### src/rtl/data_memory_responder_pkg.sv
// Shared encodings and helpers for the data memory responder and its byte RAM.
package data_memory_responder_pkg;

  localparam int unsigned DM_DEPTH = 512;
  localparam int unsigned DM_AW    = 9;

  localparam logic [1:0] SZ_BYTE = 2'b00;
  localparam logic [1:0] SZ_HALF = 2'b01;
  localparam logic [1:0] SZ_WORD = 2'b10;

  typedef enum logic [1:0] {
    StIdle   = 2'b00,
    StAccess = 2'b01,
    StDone   = 2'b10
  } dm_state_e;

  // Index of the last byte of an access (N-1).
  function automatic logic [1:0] last_idx(input logic [1:0] sz);
    unique case (sz)
      SZ_BYTE: last_idx = 2'd0;
      SZ_HALF: last_idx = 2'd1;
      default: last_idx = 2'd3;
    endcase
  endfunction

  function automatic logic misaligned(input logic [1:0] sz, input logic [1:0] a_lo);
    unique case (sz)
      SZ_BYTE: misaligned = 1'b0;
      SZ_HALF: misaligned = a_lo[0];
      SZ_WORD: misaligned = (a_lo != 2'b00);
      default: misaligned = 1'b1;
    endcase
  endfunction

endpackage

### src/rtl/dm_byte_ram.sv
// 512x8 byte store: synchronous write, asynchronous read, contents not reset.
module dm_byte_ram
  import data_memory_responder_pkg::*;
(
  input  logic               clk,
  input  logic               we,
  input  logic [DM_AW-1:0]   addr,
  input  logic [7:0]         wdata,
  output logic [7:0]         rdata
);

  logic [7:0] mem [DM_DEPTH];

  always_ff @(posedge clk) begin
    if (we) begin
      mem[addr] <= wdata;
    end
  end

  assign rdata = mem[addr];

endmodule

### src/rtl/data_memory_responder.sv
// MEM-stage data memory responder: one byte per clock, big-endian lanes,
// sign/zero extension of loads, misalignment reported with done.
module data_memory_responder
  import data_memory_responder_pkg::*;
(
  input  logic        clk,
  input  logic        R_n,
  input  logic        E,
  input  logic        RW,
  input  logic [1:0]  size,
  input  logic        SE,
  input  logic [8:0]  A,
  input  logic [31:0] DI,
  output logic [31:0] DO,
  output logic        busy,
  output logic        done,
  output logic        err
);

  dm_state_e   state_q, state_d;
  logic [1:0]  k_q, k_d;
  logic        rw_q, rw_d;
  logic [1:0]  size_q, size_d;
  logic        se_q, se_d;
  logic [8:0]  a_q, a_d;
  logic [31:0] di_q, di_d;
  logic        bad_q, bad_d;
  logic [31:0] shadow_q, shadow_d;
  logic [31:0] do_q, do_d;
  logic        busy_q, busy_d;
  logic        done_q, done_d;
  logic        err_q, err_d;

  logic [1:0]  lane;
  logic        ram_we;
  logic [8:0]  ram_addr;
  logic [7:0]  ram_wdata;
  logic [7:0]  ram_rdata;

  // Big-endian: byte k of an N-byte access lands in lane N-1-k of the data word.
  assign lane      = last_idx(size_q) - k_q;
  assign ram_we    = (state_q == StAccess) && rw_q;
  assign ram_addr  = a_q + {7'b0, k_q};
  assign ram_wdata = di_q[{lane, 3'b000} +: 8];

  dm_byte_ram u_ram (
    .clk   (clk),
    .we    (ram_we),
    .addr  (ram_addr),
    .wdata (ram_wdata),
    .rdata (ram_rdata)
  );

  always_comb begin
    state_d  = state_q;
    k_d      = k_q;
    rw_d     = rw_q;
    size_d   = size_q;
    se_d     = se_q;
    a_d      = a_q;
    di_d     = di_q;
    bad_d    = bad_q;
    shadow_d = shadow_q;
    do_d     = do_q;
    busy_d   = busy_q;
    done_d   = 1'b0;
    err_d    = 1'b0;

    unique case (state_q)
      StIdle: begin
        if (E) begin
          rw_d     = RW;
          size_d   = size;
          se_d     = SE;
          a_d      = A;
          di_d     = DI;
          bad_d    = misaligned(size, A[1:0]);
          busy_d   = 1'b1;
          k_d      = 2'd0;
          shadow_d = '0;
          state_d  = misaligned(size, A[1:0]) ? StDone : StAccess;
        end
      end
      StAccess: begin
        if (!rw_q) begin
          shadow_d[{lane, 3'b000} +: 8] = ram_rdata;
        end
        if (k_q == last_idx(size_q)) begin
          state_d = StDone;
        end else begin
          k_d = k_q + 2'd1;
        end
      end
      StDone: begin
        busy_d  = 1'b0;
        done_d  = 1'b1;
        err_d   = bad_q;
        k_d     = 2'd0;
        state_d = StIdle;
        if (!rw_q && !bad_q) begin
          unique case (size_q)
            SZ_BYTE: do_d = {{24{se_q & shadow_q[7]}}, shadow_q[7:0]};
            SZ_HALF: do_d = {{16{se_q & shadow_q[15]}}, shadow_q[15:0]};
            default: do_d = shadow_q;
          endcase
        end
      end
      default: state_d = StIdle;
    endcase
  end

  always_ff @(posedge clk or negedge R_n) begin
    if (!R_n) begin
      state_q  <= StIdle;
      k_q      <= 2'd0;
      rw_q     <= 1'b0;
      size_q   <= SZ_BYTE;
      se_q     <= 1'b0;
      a_q      <= '0;
      di_q     <= '0;
      bad_q    <= 1'b0;
      shadow_q <= '0;
      do_q     <= '0;
      busy_q   <= 1'b0;
      done_q   <= 1'b0;
      err_q    <= 1'b0;
    end else begin
      state_q  <= state_d;
      k_q      <= k_d;
      rw_q     <= rw_d;
      size_q   <= size_d;
      se_q     <= se_d;
      a_q      <= a_d;
      di_q     <= di_d;
      bad_q    <= bad_d;
      shadow_q <= shadow_d;
      do_q     <= do_d;
      busy_q   <= busy_d;
      done_q   <= done_d;
      err_q    <= err_d;
    end
  end

  assign DO   = do_q;
  assign busy = busy_q;
  assign done = done_q;
  assign err  = err_q;

endmodule

### config.mk
export PLATFORM = sky130hd
export DESIGN_NAME = data_memory_responder
export DESIGN_NICKNAME = d
export VERILOG_FILES = /design/src/rtl/data_memory_responder_pkg.sv /design/src/rtl/dm_byte_ram.sv /design/src/rtl/data_memory_responder.sv
export SDC_FILE = /design/constraint.sdc
export NUM_CORES = 2
export LEC_CHECK = 0
export CELL_PAD_IN_SITES_DETAIL_PLACEMENT = 0
export CELL_PAD_IN_SITES_GLOBAL_PLACEMENT = 1
export CORE_MARGIN = 3
export CORE_UTILIZATION = 56
export CTS_CLUSTER_DIAMETER = 120
export DETAILED_ROUTE_END_ITERATION = 8
export PLACE_DENSITY = 0.81
export SLEW_MARGIN = 10
export SYNTH_ARGS = -nofsm -noshare
export SYNTH_HDL_FRONTEND = slang
export SYNTH_HIERARCHICAL = 1
export SYNTH_SLANG_ARGS = --single-unit
### constraint.sdc
create_clock -name clk -period 12.6 [get_ports clk]
set_clock_uncertainty 0.1 [all_clocks]
set_input_delay 2.52 -clock clk [delete_from_list [all_inputs] [get_ports clk]]
set_output_delay 2.52 -clock clk [all_outputs]
set_load 0.02 [all_outputs]
Yosys cells after proc, flatten, opt, wreduce, memory -nomap -nowiden
Memories as Yosys holds them, arrays and structs flattened.
Index checks and enable logic that the tools add are counted.
{ "classes": {"addsub": 4, "n_eq_ne": 10, "n_shift": 3, "muxes": 23, "n_bitwise": 2, "reduce_logical": 17} }
{ "ops": {"columns": ["operator", "n"], "rows": [
  ["one-hot mux 32 bit (2 select lines)", 2],
  ["2-to-1 mux 32 bit", 2],
  ["bitwise mux 32 bit", 1],
  ["variable shift 8 x 7 -> 32 bit, first input constant", 1],
  ["variable part select 32 x 6 -> 8 bit", 1],
  ["variable part select 8 x 7 -> 32 bit", 1],
  ["2-to-1 mux 2 bit", 6],
  ["adder 9 x 2 -> 9 bit", 1],
  ["one-hot mux 2 bit (2 select lines)", 2],
  ["AND reduction 2 bit", 4],
  ["2-to-1 mux 1 bit", 7],
  ["negation 5 -> 7 bit", 1],
  ["== test 2 x 1 -> 1 bit, second input constant", 3],
  ["zero test 2 bit", 3],
  ["inequality test 2 bit, second input constant", 3],
  ["one-hot mux 2 bit (3 select lines)", 1],
  ["AND reduction 3 bit", 2],
  ["nonzero test 2 bit", 3],
  ["== test 2 bit, second input constant", 2],
  ["one-hot mux 1 bit (3 select lines)", 1],
  ["nonzero test 3 bit", 1],
  ["adder 2 x 1 -> 2 bit, second input constant", 1],
  ["AND 1 bit", 2],
  ["== test 2 bit", 1],
  ["5 further kinds", 7]
]} }
{ "word_totals": {"reg_bits": 117, "ram_bits": 4096, "in_bits": 48, "output_inout_bits": 35, "word_cells": 73, "mem_count": 1} }
{ "memory_table": {"columns": ["name", "depth", "width", "read_ports", "rd_clocked_by_memory_dff", "write_ports", "line_no", "rtl"], "rows": [
  ["u_ram.mem", 512, 8, 1, 0, 1, "dm_byte_ram.sv:12", "logic [7:0] mem [DM_DEPTH];"]
]} }

Longest topological paths before layout
{ "logic_depth": {"depth_word": 8, "mapped_depth": 17, "mapped_depth_nobuf": 14} }

By module
Netlist, hierarchy kept.
{ "by_module_without_submodules": {"columns": ["module", "instances", "cells_each", "area_per_inst_um2", "seq_area_each_um2"], "rows": [
  ["dm_byte_ram", 1, 7567, 158199.2, 122998.0],
  ["data_memory_responder", 1, 439, 5429.0, 2927.8]
]} }

Least setup slack after synthesis
OpenSTA, ideal clock, no wires.
{ "synth_path": {"path_kind": "register -> register", "start": "reg size_q[1]", "end": "mem u_ram.mem[0][1], data pin", "setup_ps": 1357, "t_arrival_ps": 7665, "required_time_ps": 11143, "setup_slack_ps": 3478, "stages_incl_launch_ff": 9, "path_buffers": 3, "period_less_slack_ps": 9122, "path_cell_list": "dfrtp_1 -> clkbuf_1 -> or2_2 -> clkbuf_1 -> inv_1 -> ha_1 -> clkbuf_1 -> mux4_2 -> o211a_1"} }
{ "synth_via": {"elab_chain_len": 4, "elab_cells_between_ends": 5, "classes_between": "add/sub: 1; eq/ne: 1; shift: 1; mux: 1; reduce/logical: 1"} }
{ "synth_rtl": {"columns": ["item", "line_no", "rtl"], "rows": [
  ["from (decl)", "data_memory_responder.sv:23", "logic [1:0] size_q, size_d;"],
  ["from (signal assigned)", "data_memory_responder.sv:131", "size_q <= size_d;"],
  ["== test 2 x 1 -> 1 bit or zero test 2 bit (tied branches)", "data_memory_responder_pkg.sv:19", "unique case (sz)"],
  ["one-hot mux 2 bit (2 select lines) *", "data_memory_responder_pkg.sv:19", null],
  ["subtractor 2 bit *", "data_memory_responder.sv:41", "assign lane = last_idx(size_q) - k_q;"],
  ["variable part select 32 x 6 -> 8 bit *", "data_memory_responder.sv:44", "assign ram_wdata = di_q[{lane, 3'b000} +: 8];"],
  ["named net ram_wdata[1]", "data_memory_responder.sv:37", "logic [7:0] ram_wdata;"],
  ["to (decl)", "dm_byte_ram.sv:12", null]
]} }
Mark *: on every way through the listed nets, which the timed path passes. The rest lies on a longest branch.

Worst setup path in the final report
{ "layout_path": {"start": "reg k_q[0]", "end": "reg shadow_q[2]"} }
{ "layout_via": {"elab_chain_len": 6, "elab_cells_between_ends": 9, "classes_between": "add/sub: 3; shift: 2; mux: 3; memory: 1"} }
{ "layout_rtl": {"columns": ["item", "line_no", "rtl"], "rows": [
  ["from (decl)", "data_memory_responder.sv:21", "logic [1:0] k_q, k_d;"],
  ["from (signal assigned)", "data_memory_responder.sv:129", "k_q <= k_d;"],
  ["adder 9 x 2 -> 9 bit", "data_memory_responder.sv:43", "assign ram_addr = a_q + {7'b0, k_q};"],
  ["named net ram_addr[1]", "data_memory_responder.sv:36", "logic [8:0] ram_addr;"],
  ["memory (512 x 8 bit)", null, null],
  ["named net ram_rdata[2]", "data_memory_responder.sv:38", "logic [7:0] ram_rdata;"],
  ["variable part select 8 x 7 -> 32 bit", "data_memory_responder.sv:86", "shadow_d[{lane, 3'b000} +: 8] = ram_rdata;"],
  ["bitwise mux 32 bit", "data_memory_responder.sv:86", null],
  ["2-to-1 mux 32 bit", "data_memory_responder.sv:85", "if (!rw_q) begin"],
  ["one-hot mux 32 bit (2 select lines)", "data_memory_responder.sv:69", "unique case (state_q)"],
  ["to (signal assigned)", "data_memory_responder.sv:136", "shadow_q <= shadow_d;"],
  ["to (decl)", "data_memory_responder.sv:28", "logic [31:0] shadow_q, shadow_d;"]
]} }
The timed path passes the listed nets, and every way through them passes these cells. The select of a mux whose other input is x is not followed.
A chain may end at the register's enable or synchronous reset.

==> summary.md <==
| Metric | Value |
|---|---|
| Clock Path Buffers | `4` |
| Rel. slew slack | `-0.0173` |
| Adder-cell share of the synthesized area | `0.000505` |
| Setup Buffers After CTS | `0` |
| Reg clk slew, reported paths | `0.06 ns` |
| Iter 0 DRT Violations | `13,900` |
| Largest net degree at the start of global routing | `244` |
| Mux contribution to synthesized area | `0.147` |
| Fraction of layout cells with a size suffix above 1 | `0.203` |
| Hold buffers post-CTS | `0` |
| Crit-path most repeated cell | `buf_12` |
| Most common cell after layout, fill and taps aside | `edfxtp_1` |
| Count of state elements after synthesis | `4,213` |
| Final net count | `8,219` |
| Endpoints failing setup | `0` |
| Yosys warns | `6` |
| Count of final hold-check violations | `0` |
| Ys flop type | `edfxtp_1` |
| Wl on met1 | `158 mm` |
| Die width | `547 um` |
| Post-route ant nets | `0` |
| CP peak stage delay | `1.28 ns` |
| Hpwl dp | `262 mm` |
| DRC Markers | `0` |
| Syn_area_per_cell | `20.4 um2` |
| IO buf count | `82` |
| Core area | `0.289 mm2` |
| P&R area growth vs syn | `11.2%` |
| RSZ-0062 raised after global routing | `false` |
| Initial DRT Pass Iterations | `7` |
| Met2 Routed Length | `201 mm` |
| Post-synth EDFFs | `4,096` |
| First-pass GRT wire length | `622 mm` |
| Metal3 WL | `55.2 mm` |
| Routed Wire Length | `435 mm` |
| # rows | `197` |
| Die ar. | `0.299 mm2` |
| Ys async rst share | `0.0278` |
| Synth Net Count | `8,060` |
| H-tree depth | `5` |
| Critical path launch point type | `register` |
| Setup crit start | `k_q[0]$_DFFE_PN0P_` |
| Final Max Tran Viols | `3` |
| Total Routing Usage GR | `0.289` |
| Status | `finished, violations left` |
| Compound-Gate Fraction of Synth Area | `0.0353` |
| Setup tns final | `0 ns` |
| Synth cell types | `79` |
| Via count | `84,800` |
| Total global routing overflow | `0` |
| Max FO, Critical Path | `136` |
| Simple-Gate Fraction of Synth Area | `0.0300` |
| Worst Max-Slew Pin Slew | `1.52 ns` |
| Fin crit period | `7.65 ns` |
| FMAX | `131 MHz` |
| Post-CTS sizing | `0` |
| Number of buffers created by CTS | `408` |
| # IOs | `83` |
| CTS tree | `built` |
| Hold Crit Class | `reg -> reg` |
| Worst R2R Start | `k_q[0]$_DFFE_PN0P_` |
| Wire length per cell | `35.1 um` |
| Largest family of logic cells by synthesized area | `multiplexers` |
| Slowest cell on the critical path | `fa_4` |
| Crit path capture type | `register` |
| Clock root buffer | `clkbuf_16` |
| Gate Count Post-Synth | `8,006` |
| Initial antenna violation count | `24` |
| Skew-Pair Late Insertion Delay | `0.95 ns` |
| Max_cap viols | `1` |
| Starting Density | `0.565` |
| Highest Signal Layer | `met5` |
| Failing checks | `max-capacitance violations, max-slew violations` |
| Most frequent cells in the layout | `edfxtp_1 (4,096), mux4_2 (817), nor2_1 (565)` |
| Crit path kind | `reg -> reg` |
| Seq/Total Area, Yosys | `0.770` |
| Tcrit/Tclk final | `0.607` |
| Required @ worst endpoint | `13.32 ns` |
| Synth Area in XOR/XNOR | `0.000673` |
| Sink Count | `4,213` |
| Worst Min Path Start | `di_q[29]$_DFFE_PN0P_` |
| Arr. time, crit path | `8.37 ns` |
| Crit-path cells | `ha_4 -> fa_4 -> buf_12 -> buf_12 -> mux2i_1 -> o22ai_1 -> nor4_2 -> a31oi_1 -> or4_1 -> nor3_1 -> nand4_1 -> and3_1 -> mux2_2` |
| Vias in the first global route | `82,700` |
| Syn Std Cell Area | `0.164 mm2` |
| Vias/cell | `6.84` |
| DIE HEIGHT | `547 um` |
| RD Place Congestion | `0.925` |
## per-stage QoR
stage | area [um2] | hold slack, ns | utilization | cells | setup WS, ns
final | 182000 | 0.398 | 0.629 | 12400 | 4.95
after global routing | 182000 | 0.416 | 0.629 | 12400 | 4.86
after CTS | 182000 | 0.399 | 0.628 | 12400 | 5.09
after detailed placement | 169000 | 0.382 | 0.583 | 11600 | 5.13
after global placement | 169000 | 0.372 | 0.583 | 11600 | 5.11
after floorplan | 164000 | 0.352 | - | 8006 | 3.48
## critical path, delay by kind of cell, from the launching register on
kind,cells,cell delay [ns]
AOI/OAI and AO/OA,2,0.30
adders and majority gates,2,1.49
buffers and inverters,2,1.44
DFF,1,0.47
muxes,2,0.58
and+or+nand+nor,5,2.84
## per-layer routing
| metal | global-route usage | up-vias |
|---|---|---|
| li1 | - | 33600 |
| met1 | 0.407 | 44400 |
| met2 | 0.437 | 5875 |
| met3 | 0.0757 | 893 |
| met4 | 0.118 | 16 |
| met5 | 0 | - |
## sequential cells by signal, indices dropped and copies added (netlist names)
| register | count |
|---|---|
| a_q | 9 |
| shadow_q | 32 |
| k_q | 2 |
| busy | 1 |
| di_q | 32 |
| se_q | 1 |
| done | 1 |
| err | 1 |
| bad_q | 1 |
| state_q | 2 |
| rw_q | 1 |
| size_q | 2 |
| u_ram/mem | 4096 |
| DO | 32 |
## synth_stat cells, drive strengths merged (4+ instances only)
master,number,area (um2)
o21ai,48,240
buf,305,1880
nand4bb,5,56.3
and4,4,35.0
ha,5,62.6
a22oi,183,1410
a21oi,98,498
a2111oi,8,76.3
a311oi,4,35.0
and3,41,257
and2,20,125
a221oi,92,812
nand4,47,294
nand2,151,567
dfrtp,117,2930
nand3b,6,45.0
o22ai,118,738
nor2b,26,163
nand3,66,330
xnor2,4,50.1
nand2b,7,43.8
a21o,7,52.6
inv,26,97.6
nor3,24,120
xor2,6,60.1
nor4,39,244
a32oi,26,228
clkbuf,205,772
a31oi,92,576
edfxtp,4096,123000
o221ai,12,105
nor3b,13,97.6
mux2i,451,4510
nor4b,6,52.6
nor4bb,5,50.1
mux4,824,18600
a22o,47,412
and4b,6,60.1
nor2,575,2160
mux2,89,1000
or4,8,60.1
o211ai,14,105
nand4b,7,67.6
a211oi,37,278
## worst paths after layout
| kind | to | slack, ns | cells past startpoint |
|---|---|---|---|
| setup / recovery | shadow_q[2]$_DFFE_PN0P_ | 4.95 | 13 |
| hold / removal | di_q[29]$_DFFE_PN0P_ | 0.40 | 1 |
| setup reg to reg | shadow_q[2]$_DFFE_PN0P_ | 4.95 | 13 |
| hold reg to reg | di_q[29]$_DFFE_PN0P_ | 0.40 | 1 |
| max in group asynchronous | DO[5]$_DFFE_PN0P_ | 9.58 | 2 |
| min in group asynchronous | DO[22]$_DFFE_PN0P_ | 1.56 | 1 |
## cell families (layout without fill, tap and decap cells)
family,after synthesis,count (layout)
compound gates,809,809
xor+xnor,10,10
fa+ha+maj,6,6
buf+inv,536,1021
flops,4213,4213
mux,1364,1364
other cells,0,12
simple gates,1068,1068
## final cells by class
cell class | instances | area [um2]
multi-input cells | 3257 | 35500
fillers | 19000 | 107000
clock buffers | 511 | 10700
inverters | 26 | 103
clock inverters | 225 | 2400
repair buffers | 259 | 2440
well taps | 3880 | 4850
flip-flops and latches | 4213 | 126000
diodes | 12 | 30.0
Power is not shown: default switching activity piles up to over one toggle a cycle in this logic, so the estimate is an artifact.
